File: src/rtl/check_path_clear.sv
// Sequential path walker for sliding pieces: steps one square per clock from the
// source toward the destination and reports whether the line is clear and whether it ends in a capture.
module check_path_clear #(
    parameter logic [3:0] EMPTY_CODE = 4'h0,
    parameter int         COLOR_BIT  = 3
) (
    input  logic       clk,
    input  logic       reset_n,
    input  logic       start,
    input  logic [2:0] old_x,
    input  logic [2:0] old_y,
    input  logic [2:0] new_x,
    input  logic [2:0] new_y,
    input  logic       mover_color,
    input  logic [3:0] board_in [0:7][0:7],
    output logic       busy,
    output logic       done,
    output logic       path_clear,
    output logic       capture
);

    typedef enum logic [1:0] {
        PC_IDLE,
        PC_STEP,
        PC_DONE
    } pc_state_t;

    pc_state_t  state_q, state_d;
    logic [2:0] cursor_x_q, cursor_x_d;
    logic [2:0] cursor_y_q, cursor_y_d;
    logic [2:0] step_x_q, step_x_d;
    logic [2:0] step_y_q, step_y_d;
    logic [2:0] dest_x_q, dest_x_d;
    logic [2:0] dest_y_q, dest_y_d;
    logic       color_q, color_d;
    logic       busy_q, busy_d;
    logic       done_q, done_d;
    logic       path_clear_q, path_clear_d;
    logic       capture_q, capture_d;

    // Move decode on the request inputs; dx/dy are 4-bit two's complement differences.
    logic [3:0] dx, dy;
    logic [3:0] abs_dx, abs_dy;
    logic [2:0] req_step_x, req_step_y;
    logic       shape_ok;

    always_comb begin
        dx         = {1'b0, new_x} - {1'b0, old_x};
        dy         = {1'b0, new_y} - {1'b0, old_y};
        abs_dx     = dx[3] ? (4'd0 - dx) : dx;
        abs_dy     = dy[3] ? (4'd0 - dy) : dy;
        req_step_x = (dx == 4'd0) ? 3'd0 : (dx[3] ? 3'b111 : 3'b001);
        req_step_y = (dy == 4'd0) ? 3'd0 : (dy[3] ? 3'b111 : 3'b001);
        shape_ok   = ((dx == 4'd0) != (dy == 4'd0)) ||
                     ((abs_dx == abs_dy) && (abs_dx != 4'd0));
    end

    // Square under the cursor; the caller holds board_in stable for the whole walk.
    logic [3:0] square;
    logic       occupied;
    logic       enemy;
    logic       at_dest;

    always_comb begin
        square   = board_in[cursor_x_q][cursor_y_q];
        occupied = (square != EMPTY_CODE);
        enemy    = (square[COLOR_BIT] != color_q);
        at_dest  = (cursor_x_q == dest_x_q) && (cursor_y_q == dest_y_q);
    end

    always_comb begin
        // NOTE: every signal gets its hold value first so no path through the case infers a latch.
        state_d      = state_q;
        cursor_x_d   = cursor_x_q;
        cursor_y_d   = cursor_y_q;
        step_x_d     = step_x_q;
        step_y_d     = step_y_q;
        dest_x_d     = dest_x_q;
        dest_y_d     = dest_y_q;
        color_d      = color_q;
        busy_d       = busy_q;
        done_d       = 1'b0;
        path_clear_d = path_clear_q;
        capture_d    = capture_q;

        unique case (state_q)
            PC_IDLE: begin
                if (start) begin
                    dest_x_d     = new_x;
                    dest_y_d     = new_y;
                    color_d      = mover_color;
                    step_x_d     = req_step_x;
                    step_y_d     = req_step_y;
                    cursor_x_d   = old_x + req_step_x;
                    cursor_y_d   = old_y + req_step_y;
                    path_clear_d = 1'b0;
                    capture_d    = 1'b0;
                    if (shape_ok) begin
                        state_d = PC_STEP;
                        busy_d  = 1'b1;
                    end else begin
                        state_d = PC_DONE;
                        done_d  = 1'b1;
                    end
                end
            end

            PC_STEP: begin
                if (at_dest) begin
                    // Destination may be empty or an enemy; an own piece blocks the move.
                    path_clear_d = !occupied || enemy;
                    capture_d    = occupied && enemy;
                    state_d      = PC_DONE;
                    busy_d       = 1'b0;
                    done_d       = 1'b1;
                end else if (occupied) begin
                    path_clear_d = 1'b0;
                    capture_d    = 1'b0;
                    state_d      = PC_DONE;
                    busy_d       = 1'b0;
                    done_d       = 1'b1;
                end else begin
                    cursor_x_d = cursor_x_q + step_x_q;
                    cursor_y_d = cursor_y_q + step_y_q;
                end
            end

            PC_DONE: begin
                state_d = PC_IDLE;
            end

            default: begin
                state_d = PC_IDLE;
                busy_d  = 1'b0;
            end
        endcase
    end

    // NOTE: state registers use non-blocking assignments so every flop samples pre-edge values.
    always_ff @(posedge clk or negedge reset_n) begin
        if (!reset_n) begin
            state_q      <= PC_IDLE;
            cursor_x_q   <= 3'd0;
            cursor_y_q   <= 3'd0;
            step_x_q     <= 3'd0;
            step_y_q     <= 3'd0;
            dest_x_q     <= 3'd0;
            dest_y_q     <= 3'd0;
            color_q      <= 1'b0;
            busy_q       <= 1'b0;
            done_q       <= 1'b0;
            path_clear_q <= 1'b0;
            capture_q    <= 1'b0;
        end else begin
            state_q      <= state_d;
            cursor_x_q   <= cursor_x_d;
            cursor_y_q   <= cursor_y_d;
            step_x_q     <= step_x_d;
            step_y_q     <= step_y_d;
            dest_x_q     <= dest_x_d;
            dest_y_q     <= dest_y_d;
            color_q      <= color_d;
            busy_q       <= busy_d;
            done_q       <= done_d;
            path_clear_q <= path_clear_d;
            capture_q    <= capture_d;
        end
    end

    assign busy       = busy_q;
    assign done       = done_q;
    assign path_clear = path_clear_q;
    assign capture    = capture_q;

endmodule

File: config.mk
export PLATFORM = sky130hd
export DESIGN_NAME = check_path_clear
export DESIGN_NICKNAME = d
export VERILOG_FILES = /design/src/rtl/check_path_clear.sv
export SDC_FILE = /design/constraint.sdc
export NUM_CORES = 1
export LEC_CHECK = 0
export BUFFER_PORTS_ARGS = -buffer_cell sky130_fd_sc_hd__clkbuf_2
export CAP_MARGIN = 5
export CORE_MARGIN = 3
export CORE_UTILIZATION = 35
export CTS_CLUSTER_DIAMETER = 120
export CTS_CLUSTER_SIZE = 28
export DETAILED_ROUTE_END_ITERATION = 7
export PLACE_DENSITY = 0.71
export SLEW_MARGIN = 20
export SYNTH_ARGS = -nofsm -noshare
export SYNTH_HDL_FRONTEND = slang
export SYNTH_SLANG_ARGS = --single-unit
File: constraint.sdc
create_clock -name clk -period 5.58 [get_ports clk]
set_input_delay 1.395 -clock clk [delete_from_list [all_inputs] [get_ports clk]]
set_output_delay 1.395 -clock clk [all_outputs]
set_load 0.03 [all_outputs]
* After elaboration in Yosys (flattened, before gate mapping)
Index checks and enable logic that the tools add are counted.
Storage, ports and cells: flip-flop bits (word level) 25, input bits 272, output and inout bits 4, logic and storage cells 94
Operators by class: add/subtract/negate cells 8, magnitude comparators 2, equal/unequal tests 12, mux-type cells 40, bitwise operators 3, reductions and logical operators 17
Operator list (count):
- binary-select mux 32 bit (select 3 bit) | 1
- 2-to-1 mux 32 bit | 2
- 2-to-1 mux 3 bit | 10
- 2-to-1 mux 4 bit | 4
- adder 3 bit | 4
- binary-select mux 4 bit (select 3 bit) | 1
- one-hot mux 3 bit (2 select lines) | 2
- 2-to-1 mux 1 bit | 11
- greater-or-equal comparator 4 bit, second input constant | 2
- logical NOT 4 bit | 2
- 2-to-1 mux 2 bit | 4
- != test 2 bit, second input constant | 4
- inverter 3 -> 4 bit | 2
- AND reduction 4 bit | 2
- nonzero test 4 bit | 2
- subtractor 1 x 4 -> 4 bit, first input constant | 2
- subtractor 3 x 3 -> 4 bit | 2
- == test 3 bit | 2
- one-hot mux 1 bit (2 select lines) | 3
- == test 4 bit | 1
- one-hot mux 2 bit (2 select lines) | 1
- AND reduction 2 bit | 2
- logical AND 1 bit | 3
- != test 3 bit, second input constant | 1
- other kinds (10) | 12

* Depth between registers and ports, before layout
depth after elaboration 12, gate-level depth with buffers 15, gate-level depth less buffers 15

* Least setup slack after synthesis
OpenSTA, ideal clock, no wires.
path type input to register, start input old_x[1], end register cursor_x_q[2], library setup time 0.079 ns, arrival time 3.891 ns, data required time 5.501 ns, slack 1.609 ns, stages on the path 15, path buffers 1, cell sequence inv_1 > ha_1 > nor2b_1 > o21a_1 > or2_2 > clkbuf_1 > and3_1 > inv_1 > ha_1 > inv_1 > fa_1 > xor2_1 > xnor2_1 > o21ai_0 > a2bb2oi_1
On the way: word-level cells in the longest chain between the ends 6, elaborated cells between the ends (all ways) 7, classes of those cells add/sub: 2; mux: 4; reduce/logical: 1
RTL lines:
- start: declaration | RTL line 10 | input logic [2:0] old_x,
- subtractor 3 x 3 -> 4 bit | RTL line 48 | dx = {1'b0, new_x} - {1'b0, old_x};
- logical NOT 4 bit | RTL line 52 | req_step_x = (dx == 4'd0) ? 3'd0 : (dx[3] ? 3'b111 : 3'b001);
- 2-to-1 mux 3 bit | RTL line 52
- named net req_step_x[0] | RTL line 44 | logic [2:0] req_step_x, req_step_y;
- adder 3 bit | RTL line 94 | cursor_x_d = old_x + req_step_x;
- 2-to-1 mux 3 bit | RTL line 88 | if (start) begin
- one-hot mux 3 bit (2 select lines) | RTL line 86 | unique case (state_q)
- end signal: assignment | RTL line 156 | cursor_x_q <= cursor_x_d;
- end: declaration | RTL line 29 | logic [2:0] cursor_x_q, cursor_x_d;
The timed path passes the listed nets, and every way through them passes these cells. The select of a mux whose other input is x is not followed. A chain may end at the register's enable or synchronous reset.

* Worst setup path in the final report
start input new_x[0], end register cursor_x_q[2]
On the way: word-level cells in the longest chain between the ends 6, elaborated cells between the ends (all ways) 7, classes of those cells add/sub: 2; mux: 4; reduce/logical: 1
RTL lines:
- start: declaration | RTL line 12 | input logic [2:0] new_x,
- subtractor 3 x 3 -> 4 bit | RTL line 48
- logical NOT 4 bit | RTL line 52
- 2-to-1 mux 3 bit | RTL line 52
- named net req_step_x[0] | RTL line 44
- adder 3 bit | RTL line 94
- 2-to-1 mux 3 bit | RTL line 88
- one-hot mux 3 bit (2 select lines) | RTL line 86
The timed path passes the listed nets, and every way through them passes these cells. The select of a mux whose other input is x is not followed.

==> qor.csv <==
metric;value;unit
unrepaired setup endpoints after global routing;no;
largest net degree at the start of global routing;57;
DRC violations left;0;
CP Capture Type;flop;
register area share after synthesis;0.1569;
Worst slew margin;0.3359;
#FFs+latches synth;23;
Power Density;365.2;nW/um^2
EDFF count, synth;0;
num ports;276;
status;complete, no violations;
hpwl dp;12.97;mm
GP Congestion;0.9244;
Synth Instances;427;
Clock Sinks;23;
gr usage total;0.2440;
worst vdd ir;0.2263;mV
Clock Latency Late Sink;0.26;ns
# hold bufs at CTS;0;
initial antenna violation count;1;
combinational share of power;0.736;
Layout area overhead;38.71;%
worst hold slack;0.4973;ns
NumNets Final;972;
number of global-route vias before repair;4351;
DIE AREA;11750;sq um
diode count;0;
Leakage;2.578;nW
core footprint;10000;sq um
Seq pwr share;0.208;
switching part of the total;0.4854;
drt wl/cell;18.89;um
Initial DRC Count;278;
ranking of synthesized cells by area;mux4_2, dfrtp_1, nor2_1, mux2i_1, nor3_1;
drt total wl;15.36;mm
Layout Utilization;0.5089;
Final Cell Area;5089;sq um
routed vias/inst;5.464;
vias;4442;
M1 wire length;5.766;mm
post-cts resize count;0;
First-pass DRT Iterations;5;
synth warn;0;
measured slew at the worst slew-check pin;0.9961;ns
number of buffers on the longest clock path;2;
Cell Int Power;0.9562;mW
# port buffers;275;
FMAX;255.3;MHz
total placed cells including tap cells;809;
total CTS buffers;3;
Switch Pwr;0.9021;mW
met3 routed WL;1.608;mm
Layout Cells excl Fill;813;
final worst clock skew;0.004546;ns
clock-pin slew on the worst setup and hold paths;0.08;ns
syn avg cell area;8.591;sq um
placed cell area;5044;sq um
post-route minimum period;3.918;ns
Final Setup Violations;0;
count of final hold-check violations;0;
Netlist cell types;58;
Worst Path Required;5.76;ns
first-pass GRT wire length;22.58;mm
row cnt;36;
die height;108.4;um
root buffer cell;clkbuf_8;
area leader, netlist;mux4_2;
Yosys top cell area share;0.1842;
CP Class;input port to flop;
clock group share of total power;0.056;
final max-slew violation count;0;
post-route setup TNS;0;ns
Die X;108.4;um
CP startpoint kind;input port;
Crit Path Max Fanout;5;
CP arrival;4.10;ns
share of layout cells above drive strength 1;0.4794;
Post-synth top flop;dfrtp_1;
Final Cycle Share;0.7021;
htree depth;1;
max-cap viol count;0;
Top Layer Used;met5;
Async SR Flop Fraction;1.000;
Hold Crit Class;flop to flop;
met2 wire length;7.680;mm
TritonCTS clock tree;done;
Syn Std Cell Area;3669;sq um
Antenna Violating Nets Remaining;0;
syn_nets;718;
grt ovf;0;
post-CTS setup buffers;0;
Initial Util;0.3669;
==> sequential cells by signal (all words and copies together), names as in the netlist <==
register    flops
done            1
dest_y_q        3
capture         1
color_q         1
step_y_q        2
cursor_x_q      3
step_x_q        2
path_clear      1
cursor_y_q      3
busy            1
dest_x_q        3
state_q         2
==> cells in the mapped netlist, types with 6 or more instances <==
cell type	instances
a21oi_1	11
buf_2	7
buf_6	7
clkbuf_1	10
dfrtp_1	23
fa_1	6
ha_1	13
inv_1	21
mux2_2	6
mux2i_1	19
mux4_2	30
nand2_1	37
nor2_1	54
nor3_1	34
o21ai_0	24
o22ai_1	7
o311ai_0	7
o31ai_1	6
o32ai_1	7
xnor2_1	11
xor2_1	10
==> placed cells by master, fill, tap and decap left out, drive strengths merged, types with 4 or more instances in the layout <==
master	Yosys	final
clkbuf	10	279
dfrtp	23	23
a21oi	11	11
inv	23	23
nor2b	5	5
nor3	34	34
nor2	54	54
ha	13	13
mux2	6	6
mux2i	19	19
xor2	10	10
or3	5	5
xnor2	11	11
o31ai	6	6
o311ai	10	10
o21ai	26	26
nor4	4	4
fa	6	6
nand3	4	4
o32ai	7	7
or4	4	4
o22ai	8	8
nand2	37	37
mux4	30	30
==> final timing paths <==
kind,start,to,slack (ns),cells after the start
max,new_x[0],cursor_x_q[2],1.66,16
max reg2reg,cursor_x_q[0],cursor_x_q[0],1.77,9
min reg2reg,step_x_q[0],step_x_q[0],0.50,2
min in group asynchronous,reset_n,done,1.13,1
max in group asynchronous,reset_n,cursor_x_q[1],4.01,1
min,step_x_q[0],step_x_q[0],0.50,2
==> power groups by stage <==
stage	clock (mW)	combinational, mW	sequential (mW)
2_1_floorplan	0	1.15	0.303
3_3_place_gp	0	1.33	0.392
3_5_place_dp	0	1.36	0.396
4_1_cts	0.107	1.37	0.392
5_1_grt	0.112	1.52	0.410
6_report	0.103	1.37	0.387
==> layout make-up <==
type / count / area [sq um]
fill: 960 / 4911
timing repair buffer: 278 / 1399
multi-input combinational: 352 / 2814
sequential: 23 / 578.1
clock buffer: 4 / 45.04
inverter: 23 / 86.33
tap: 133 / 166.4
==> critical path: stages <==
cell	delay (ns)
clkbuf_2	0.08
inv_1	0.06
ha_1	0.16
inv_1	0.06
fa_1	0.53
inv_1	0.09
ha_1	0.25
and3_1	0.19
inv_1	0.09
ha_1	0.14
inv_1	0.05
fa_1	0.36
xor2_1	0.16
xnor2_1	0.12
o21ai_0	0.18
a2bb2oi_1	0.20
==> logic make-up (layout without fill, tap and decap cells) <==
group / after synthesis / count (layout) / synth area share
AO/OA/AOI/OAI: 97 / 97 / 0.1852
adder cells (fa/ha/maj): 19 / 19 / 0.07708
flip-flops: 23 / 23 / 0.1569
buffers and inverters: 52 / 305 / 0.07606
XOR/XNOR: 21 / 21 / 0.05013
AND/OR/NAND/NOR: 160 / 160 / 0.2002
multiplexers: 55 / 55 / 0.2544
==> metal layers <==
metal,GRT usage,up-vias
li1,-,2116
met1,0.3189,2097
met2,0.4103,205
met3,0.06030,22
met4,0.05140,2
met5,0,-
==> metrics by stage <==
stage               power [mW]  setup WS, ns
finish                   1.858         1.662
global route             2.044         1.448
CTS                      1.871         1.660
detailed placement       1.758         1.442
global placement         1.725         1.551
floorplan                1.452         1.609
Note: power is estimated with default switching activity, not from simulation.
